===== config.mk =====
export PLATFORM = sky130hd
export DESIGN_NAME = mem_arbiter
export DESIGN_NICKNAME = d
export VERILOG_FILES = /design/src/rtl/mem_arb_pkg.sv /design/src/rtl/mem_arb_timer.sv /design/src/rtl/mem_arbiter.sv
export SDC_FILE = /design/constraint.sdc
export NUM_CORES = 1
export LEC_CHECK = 0
export BUFFER_PORTS_ARGS = -buffer_cell sky130_fd_sc_hd__buf_2
export CAP_MARGIN = 20
export CORE_AREA = 2 2 119 121
export DETAILED_ROUTE_END_ITERATION = 6
export DIE_AREA = 0 0 121 123
export GPL_TIMING_DRIVEN = 0
export PLACE_DENSITY_LB_ADDON = 0.3
export SKIP_CTS_REPAIR_TIMING = 1
export SYNTH_ARGS = -nofsm -noshare
export SYNTH_HDL_FRONTEND = slang
export SYNTH_SLANG_ARGS = --single-unit
export TNS_END_PERCENT = 10

===== constraint.sdc =====
create_clock -name clk -period 3.9 [get_ports clk]
set_clock_uncertainty 0.15 [all_clocks]
set_input_delay 0.195 -clock clk [delete_from_list [all_inputs] [get_ports clk]]
set_output_delay 0.195 -clock clk [all_outputs]
set_load 0.1 [all_outputs]

===== src/rtl/mem_arb_pkg.sv =====
// Shared types and constants for the two-port memory arbiter.
package mem_arb_pkg;

   // Arbiter transaction phases.
   typedef enum logic [1:0] {
      IDLE = 2'd0,
      REQ  = 2'd1,
      RESP = 2'd2
   } state_e;

   // Requesting port that owns the current transaction.
   typedef enum logic {
      OWN_IF = 1'b0,
      OWN_LS = 1'b1
   } owner_e;

   // Read data returned when a response times out.
   localparam logic [31:0] ERR_DATA_DEFAULT = 32'hDEADBEEF;

endpackage


===== src/rtl/mem_arb_timer.sv =====
// Response timeout counter: counts enabled cycles and flags the last allowed one.
module mem_arb_timer #(
   parameter int unsigned TIMEOUT_CYC = 16
) (
   input  logic clk,
   input  logic rst,
   input  logic clr,
   input  logic en,
   output logic expired
);

   localparam int unsigned    CntW   = (TIMEOUT_CYC > 1) ? $clog2(TIMEOUT_CYC) : 1;
   localparam logic [CntW-1:0] CntMax = CntW'(TIMEOUT_CYC - 1);

   logic [CntW-1:0] cnt_q, cnt_d;

   // Expired during the TIMEOUT_CYC-th enabled cycle; the counter holds there.
   always_comb begin
      expired = en && (cnt_q == CntMax);
      cnt_d   = cnt_q;
      if (clr) begin
         cnt_d = '0;
      end else if (en && !expired) begin
         cnt_d = cnt_q + 1'b1;
      end
   end

   // Counter register.
   always_ff @(posedge clk or posedge rst) begin
      if (rst) begin
         cnt_q <= '0;
      end else begin
         cnt_q <= cnt_d;
      end
   end

endmodule


===== src/rtl/mem_arbiter.sv =====
// Round-robin arbiter between instruction fetch and load/store ports onto a
// single-outstanding memory interface, with response timeout and stall counter.
module mem_arbiter
   import mem_arb_pkg::*;
#(
   parameter int unsigned TIMEOUT_CYC = 16,
   parameter logic [31:0] ERR_DATA    = ERR_DATA_DEFAULT
) (
   input  logic        clk,
   input  logic        rst,
   // Instruction fetch port
   input  logic        if_req,
   input  logic [31:0] if_addr,
   output logic        if_gnt,
   output logic        if_rvalid,
   output logic [31:0] if_rdata,
   // Load/store port
   input  logic        ls_req,
   input  logic        ls_we,
   input  logic [31:0] ls_addr,
   input  logic [31:0] ls_wdata,
   input  logic [3:0]  ls_wmask,
   output logic        ls_gnt,
   output logic        ls_rvalid,
   output logic [31:0] ls_rdata,
   // Memory port
   output logic        mem_req,
   output logic        mem_we,
   output logic [31:0] mem_addr,
   output logic [31:0] mem_wdata,
   output logic [3:0]  mem_wmask,
   input  logic        mem_ready,
   input  logic        mem_rvalid,
   input  logic [31:0] mem_rdata,
   // Status
   output logic        err,
   output logic [31:0] stall_cnt
);

   state_e      state_q, state_d;
   owner_e      owner_q, owner_d;
   owner_e      last_q, last_d;
   logic [31:0] addr_q, addr_d;
   logic [31:0] wdata_q, wdata_d;
   logic [3:0]  wmask_q, wmask_d;
   logic        we_q, we_d;
   logic [31:0] stall_q, stall_d;

   logic        grant_if;
   logic        done;
   logic        abort;
   logic        tmr_expired;
   logic [31:0] rsp_data;

   mem_arb_timer #(
      .TIMEOUT_CYC (TIMEOUT_CYC)
   ) u_timer (
      .clk     (clk),
      .rst     (rst),
      .clr     (state_q != RESP),
      .en      (state_q == RESP),
      .expired (tmr_expired)
   );

   // Next-state, capture of the granted request and per-state control.
   always_comb begin
      state_d  = state_q;
      owner_d  = owner_q;
      last_d   = last_q;
      addr_d   = addr_q;
      wdata_d  = wdata_q;
      wmask_d  = wmask_q;
      we_d     = we_q;
      if_gnt   = 1'b0;
      ls_gnt   = 1'b0;
      mem_req  = 1'b0;
      done     = 1'b0;
      abort    = 1'b0;
      // IF wins unless LS is also requesting and IF was the last owner.
      grant_if = if_req && (!ls_req || (last_q == OWN_LS));

      unique case (state_q)
         IDLE: begin
            // Gate on rst so no grant escapes while reset is held.
            if ((if_req || ls_req) && !rst) begin
               state_d = REQ;
               if (grant_if) begin
                  if_gnt  = 1'b1;
                  owner_d = OWN_IF;
                  last_d  = OWN_IF;
                  addr_d  = if_addr;
                  wdata_d = '0;
                  wmask_d = '0;
                  we_d    = 1'b0;
               end else begin
                  ls_gnt  = 1'b1;
                  owner_d = OWN_LS;
                  last_d  = OWN_LS;
                  addr_d  = ls_addr;
                  wdata_d = ls_wdata;
                  wmask_d = ls_wmask;
                  we_d    = ls_we;
               end
            end
         end
         REQ: begin
            mem_req = 1'b1;
            if (mem_ready) begin
               state_d = RESP;
            end
         end
         RESP: begin
            // A real response takes priority over a same-cycle timeout.
            if (mem_rvalid) begin
               done    = 1'b1;
               state_d = IDLE;
            end else if (tmr_expired) begin
               done    = 1'b1;
               abort   = 1'b1;
               state_d = IDLE;
            end
         end
         default: begin
            state_d = IDLE;
         end
      endcase
   end

   // Saturating count of cycles where memory back-pressures a request.
   always_comb begin
      stall_d = stall_q;
      if ((state_q == REQ) && !mem_ready && (stall_q != 32'hFFFF_FFFF)) begin
         stall_d = stall_q + 32'd1;
      end
   end

   // Response routing to the owning port; non-owner outputs stay at zero.
   always_comb begin
      rsp_data  = abort ? ERR_DATA : mem_rdata;
      if_rvalid = done && (owner_q == OWN_IF);
      ls_rvalid = done && (owner_q == OWN_LS);
      if_rdata  = if_rvalid ? rsp_data : 32'd0;
      ls_rdata  = ls_rvalid ? rsp_data : 32'd0;
      err       = abort;
      mem_we    = mem_req && we_q;
      mem_addr  = addr_q;
      mem_wdata = wdata_q;
      mem_wmask = wmask_q;
      stall_cnt = stall_q;
   end

   // State and latched-field registers.
   always_ff @(posedge clk or posedge rst) begin
      if (rst) begin
         state_q <= IDLE;
         owner_q <= OWN_IF;
         last_q  <= OWN_LS;
         addr_q  <= '0;
         wdata_q <= '0;
         wmask_q <= '0;
         we_q    <= 1'b0;
         stall_q <= '0;
      end else begin
         state_q <= state_d;
         owner_q <= owner_d;
         last_q  <= last_d;
         addr_q  <= addr_d;
         wdata_q <= wdata_d;
         wmask_q <= wmask_d;
         we_q    <= we_d;
         stall_q <= stall_d;
      end
   end

endmodule


==> qor.tcl <==
set qor(result_of_the_run) {finished with violations}
set qor(violations) {hold timing}
set qor(synth_top_cell_area_share) 0.5144
set qor(layout-drive-gt1-share) 0.3605
set qor(detail-route-antenna-nets) 0
set qor(clock_latency_ns) 0.36
set qor(synthFlopType) {sky130_fd_sc_hd__dfrtp_1}
set qor(area_of_the_multi_input_gates_um2) 2367
set qor(worst_hold_startpoint) {mem_ready}
set qor(synth_edf_count) 0
set qor(path_clk_slew_ns) 0.06
set qor(via_count) 5479
set qor(critical_path_peak_fanout) 10
set qor(synthesis.yosys.warnings) 0
set qor(post_synth_num_cell_types) 38
set qor(wl_mm) 17.17
set qor(final-seq-area_um2) 2729
set qor(fin_ws_ns) 0.7831
set qor(synth_top_cell_by_area) {sky130_fd_sc_hd__dfrtp_1}
set qor(clock_path_buffers) 2
set qor(clock_tree.htree_level_count) 3
set qor(timing.final.max_slew_violations) 0
set qor(cap_violations) 0
set qor(coreArea_um2) 13610
set qor(finalSetupViolCount) 0
set qor(mappedNetlistArea_um2) 5254
set qor(fp.dieH_um) 123
set qor(synth_cells) 586
set qor(finalCritPeriodShare) 0.7992
set qor(syn_to_final_growth_pct) 48.73
set qor(hold_viol) 14
set qor(vdd_drop_max_v) 0.001020
set qor(report.power.total_mw) 7.133
set qor(postSynthAreaPerCell_um2) 8.966
set qor(vias_per_cell) 4.819
set qor(port_buffers) 309
set qor(critPathRequiredTime_ns) 3.56
set qor(crit_type) {flop to output pin}
set qor(power.static_leakage_nw) 4.416
set qor(drt_iter0_drcs) 335
set qor(clkSinkCount) 109
set qor(hold_class) {input pin to flop}
set qor(initial_util) 0.3860
set qor(hold_slack_ns) -0.04062
set qor(antenna_cells) 0
set qor(initial_antenna_violation_count) 0
set qor(synthTopCellsByArea) {sky130_fd_sc_hd__dfrtp_1 51%, sky130_fd_sc_hd__nand2_1 8.9%, sky130_fd_sc_hd__o21ai_0 6.8%}
set qor(gp_routability_congestion) 0.8218
set qor(grt.met2_usage) 0.3508
set qor(drt_pre_antenna_iters) 4
set qor(timing.rr.start) {last_q}
set qor(grt-busiest-layer) {met2}
set qor(number_of_global_route_vias_before_repair) 4718
set qor(grt_max_degree) 60
set qor(die-area_um2) 14880
set qor(numCtsBuffers) 9
set qor(tritoncts) {yes}
set qor(worstSetupEndpointType) {output pin}
set qor(clk_root_buffer_cell) {sky130_fd_sc_hd__clkbuf_16}
set qor(synth.ff_latch_count) 109
set qor(timing.critical_path.from) {u_timer.cnt_q[0]}
set qor(synth_nets) 727
set qor(period_needed_ns) 3.117
set qor(tightestPinTransition_ns) 0.7524
set qor(asyncSetResetFlopFracSynth) 1.000
set qor(die_width_um) 121
set qor(nets) 1094
set qor(dpl_worst_slack_ns) 1.175
set qor(filler_cell_count) 1229
set qor(grt.overflow.total) 0
set qor(worstSetupStartpointType) {flop}
set qor(grt_setup_unrepaired) {no}
set qor(pin_count) 310
set qor(end_of_flow_core_utilization) 0.5740
set qor(post_drt_wl_per_cell_um) 15.10
set qor(grt.met1_usage) 0.2766
set qor(core.rowCount) 43
set qor(ys_seq_area_frac) 0.5194
set qor(place_hpwl_mm) 12.84
set qor(global_route.usage.met3) 0.06365
set qor(pwrdens_nw_per_um2) 912.9
set qor(cp.arrival_ns) 2.77
set qor(gr-usage-all-layers) 0.2132
set qor(grt_pass1_wl_mm) 24.59
set qor(maxClockFrequency_ghz) 0.3208
set qor(max-slew-margin-rel) 0.4984
set qor(drc) 0
-- area by class of cell --
cell class,count,share of cell area
buffer,32,0.01633
clock buffer,10,0.03058
clock inverter,5,0.007526
inverter,8,0.004163
multi-input combinational,437,0.3030
sequential,109,0.3492
tap,180,0.02882
timing repair buffer,356,0.2604
-- path summary, 6_finish.rpt --
| kind | to | slack, ns | depth (start not counted) |
|---|---|---|---|
| max in group asynchronous | mem_addr[16] | 2.51 | 4 |
| max reg2reg | mem_addr[26] | 1.43 | 6 |
| max | if_rdata[6] | 0.78 | 9 |
| min in group asynchronous | stall_cnt[29] | 0.40 | 3 |
| min | state_q[1] | -0.04 | 3 |
| min reg2reg | last_q | 0.31 | 2 |
-- through the flow --
stage / setup TNS [ns] / area, um^2 / hold slack, ns / instances
floorplan: 0 / 5254 / 0.1618 / 586
global placement: -72.38 / 7025 / 0.2885 / 1075
detailed placement: 0 / 7056 / 0.2590 / 1076
CTS: 0 / 7353 / -0.1216 / 1091
global route: 0 / 7814 / 0.0007783 / 1137
finish: 0 / 7814 / -0.04062 / 1137
-- registers in the layout (all words and copies together), names as in the netlist --
name	count
we_q	1
last_q	1
state_q	2
mem_wdata	32
mem_addr	32
owner_q	1
u_timer.cnt_q	4
stall_cnt	32
mem_wmask	4
-- kinds of logic (layout without fill, tap and decap cells) --
kind of cell | count (synthesis) | count (layout) | synth area share
simple gates | 289 | 289 | 0.2453
buf+inv | 40 | 411 | 0.03001
mux | 35 | 35 | 0.06692
fa+ha+maj | 2 | 2 | 0.004762
flops | 109 | 109 | 0.5194
compound gates | 80 | 80 | 0.08192
xor+xnor | 31 | 31 | 0.05168
-- critical path: stages, from the launching register on --
cell and delay [ns]:
sky130_fd_sc_hd__dfrtp_1 0.42, sky130_fd_sc_hd__ha_1 0.26, sky130_fd_sc_hd__nand3_1 0.17, sky130_fd_sc_hd__or3_1 0.33, sky130_fd_sc_hd__clkbuf_1 0.19, sky130_fd_sc_hd__inv_2 0.15
sky130_fd_sc_hd__buf_2 0.23, sky130_fd_sc_hd__nor2_1 0.09, sky130_fd_sc_hd__nor2_1 0.13, sky130_fd_sc_hd__buf_2 0.45
-- where the power goes --
part	total (mW)	switching, mW	internal, mW	leakage (nW)
registers	1.77	0.242	1.53	1.42
clock network	0.929	0.416	0.513	0.141
logic	4.44	3.82	0.616	2.86
-- cell usage in the layout (no fill, tap or decap), types with 3 or more instances in the layout --
cell,count
sky130_fd_sc_hd__a21oi_1,3
sky130_fd_sc_hd__a31oi_1,3
sky130_fd_sc_hd__and3_1,19
sky130_fd_sc_hd__buf_2,315
sky130_fd_sc_hd__clkbuf_1,26
sky130_fd_sc_hd__clkbuf_16,9
sky130_fd_sc_hd__dfrtp_1,108
sky130_fd_sc_hd__dlygate4sd3_1,46
sky130_fd_sc_hd__inv_1,6
sky130_fd_sc_hd__mux2i_1,34
sky130_fd_sc_hd__nand2_1,124
sky130_fd_sc_hd__nand3_1,12
sky130_fd_sc_hd__nand4_1,12
sky130_fd_sc_hd__nor2_1,91
sky130_fd_sc_hd__nor3_1,8
sky130_fd_sc_hd__nor3b_1,3
sky130_fd_sc_hd__o21ai_0,71
sky130_fd_sc_hd__or3_1,3
sky130_fd_sc_hd__xnor2_1,15
sky130_fd_sc_hd__xor2_1,16
-- per-layer routing --
| metal | up-vias | part of all wire |
|---|---|---|
| met2 | 207 | 0.50 |
| met4 | 0 | 0.0099 |
| met1 | 2572 | 0.42 |
| met3 | 14 | 0.065 |
| li1 | 2686 | - |
| met5 | - | 0 |
-- cells in the mapped netlist, types with 6 or more instances --
cell,n
sky130_fd_sc_hd__inv_1,7
sky130_fd_sc_hd__xnor2_1,15
sky130_fd_sc_hd__nand3_1,12
sky130_fd_sc_hd__mux2i_1,34
sky130_fd_sc_hd__nor3_1,8
sky130_fd_sc_hd__clkbuf_1,26
sky130_fd_sc_hd__nand2_1,124
sky130_fd_sc_hd__dfrtp_1,108
sky130_fd_sc_hd__nor2_1,91
sky130_fd_sc_hd__xor2_1,16
sky130_fd_sc_hd__o21ai_0,71
sky130_fd_sc_hd__and3_1,19
sky130_fd_sc_hd__buf_2,6
sky130_fd_sc_hd__nand4_1,12
Power figures use the tool's default switching activity.
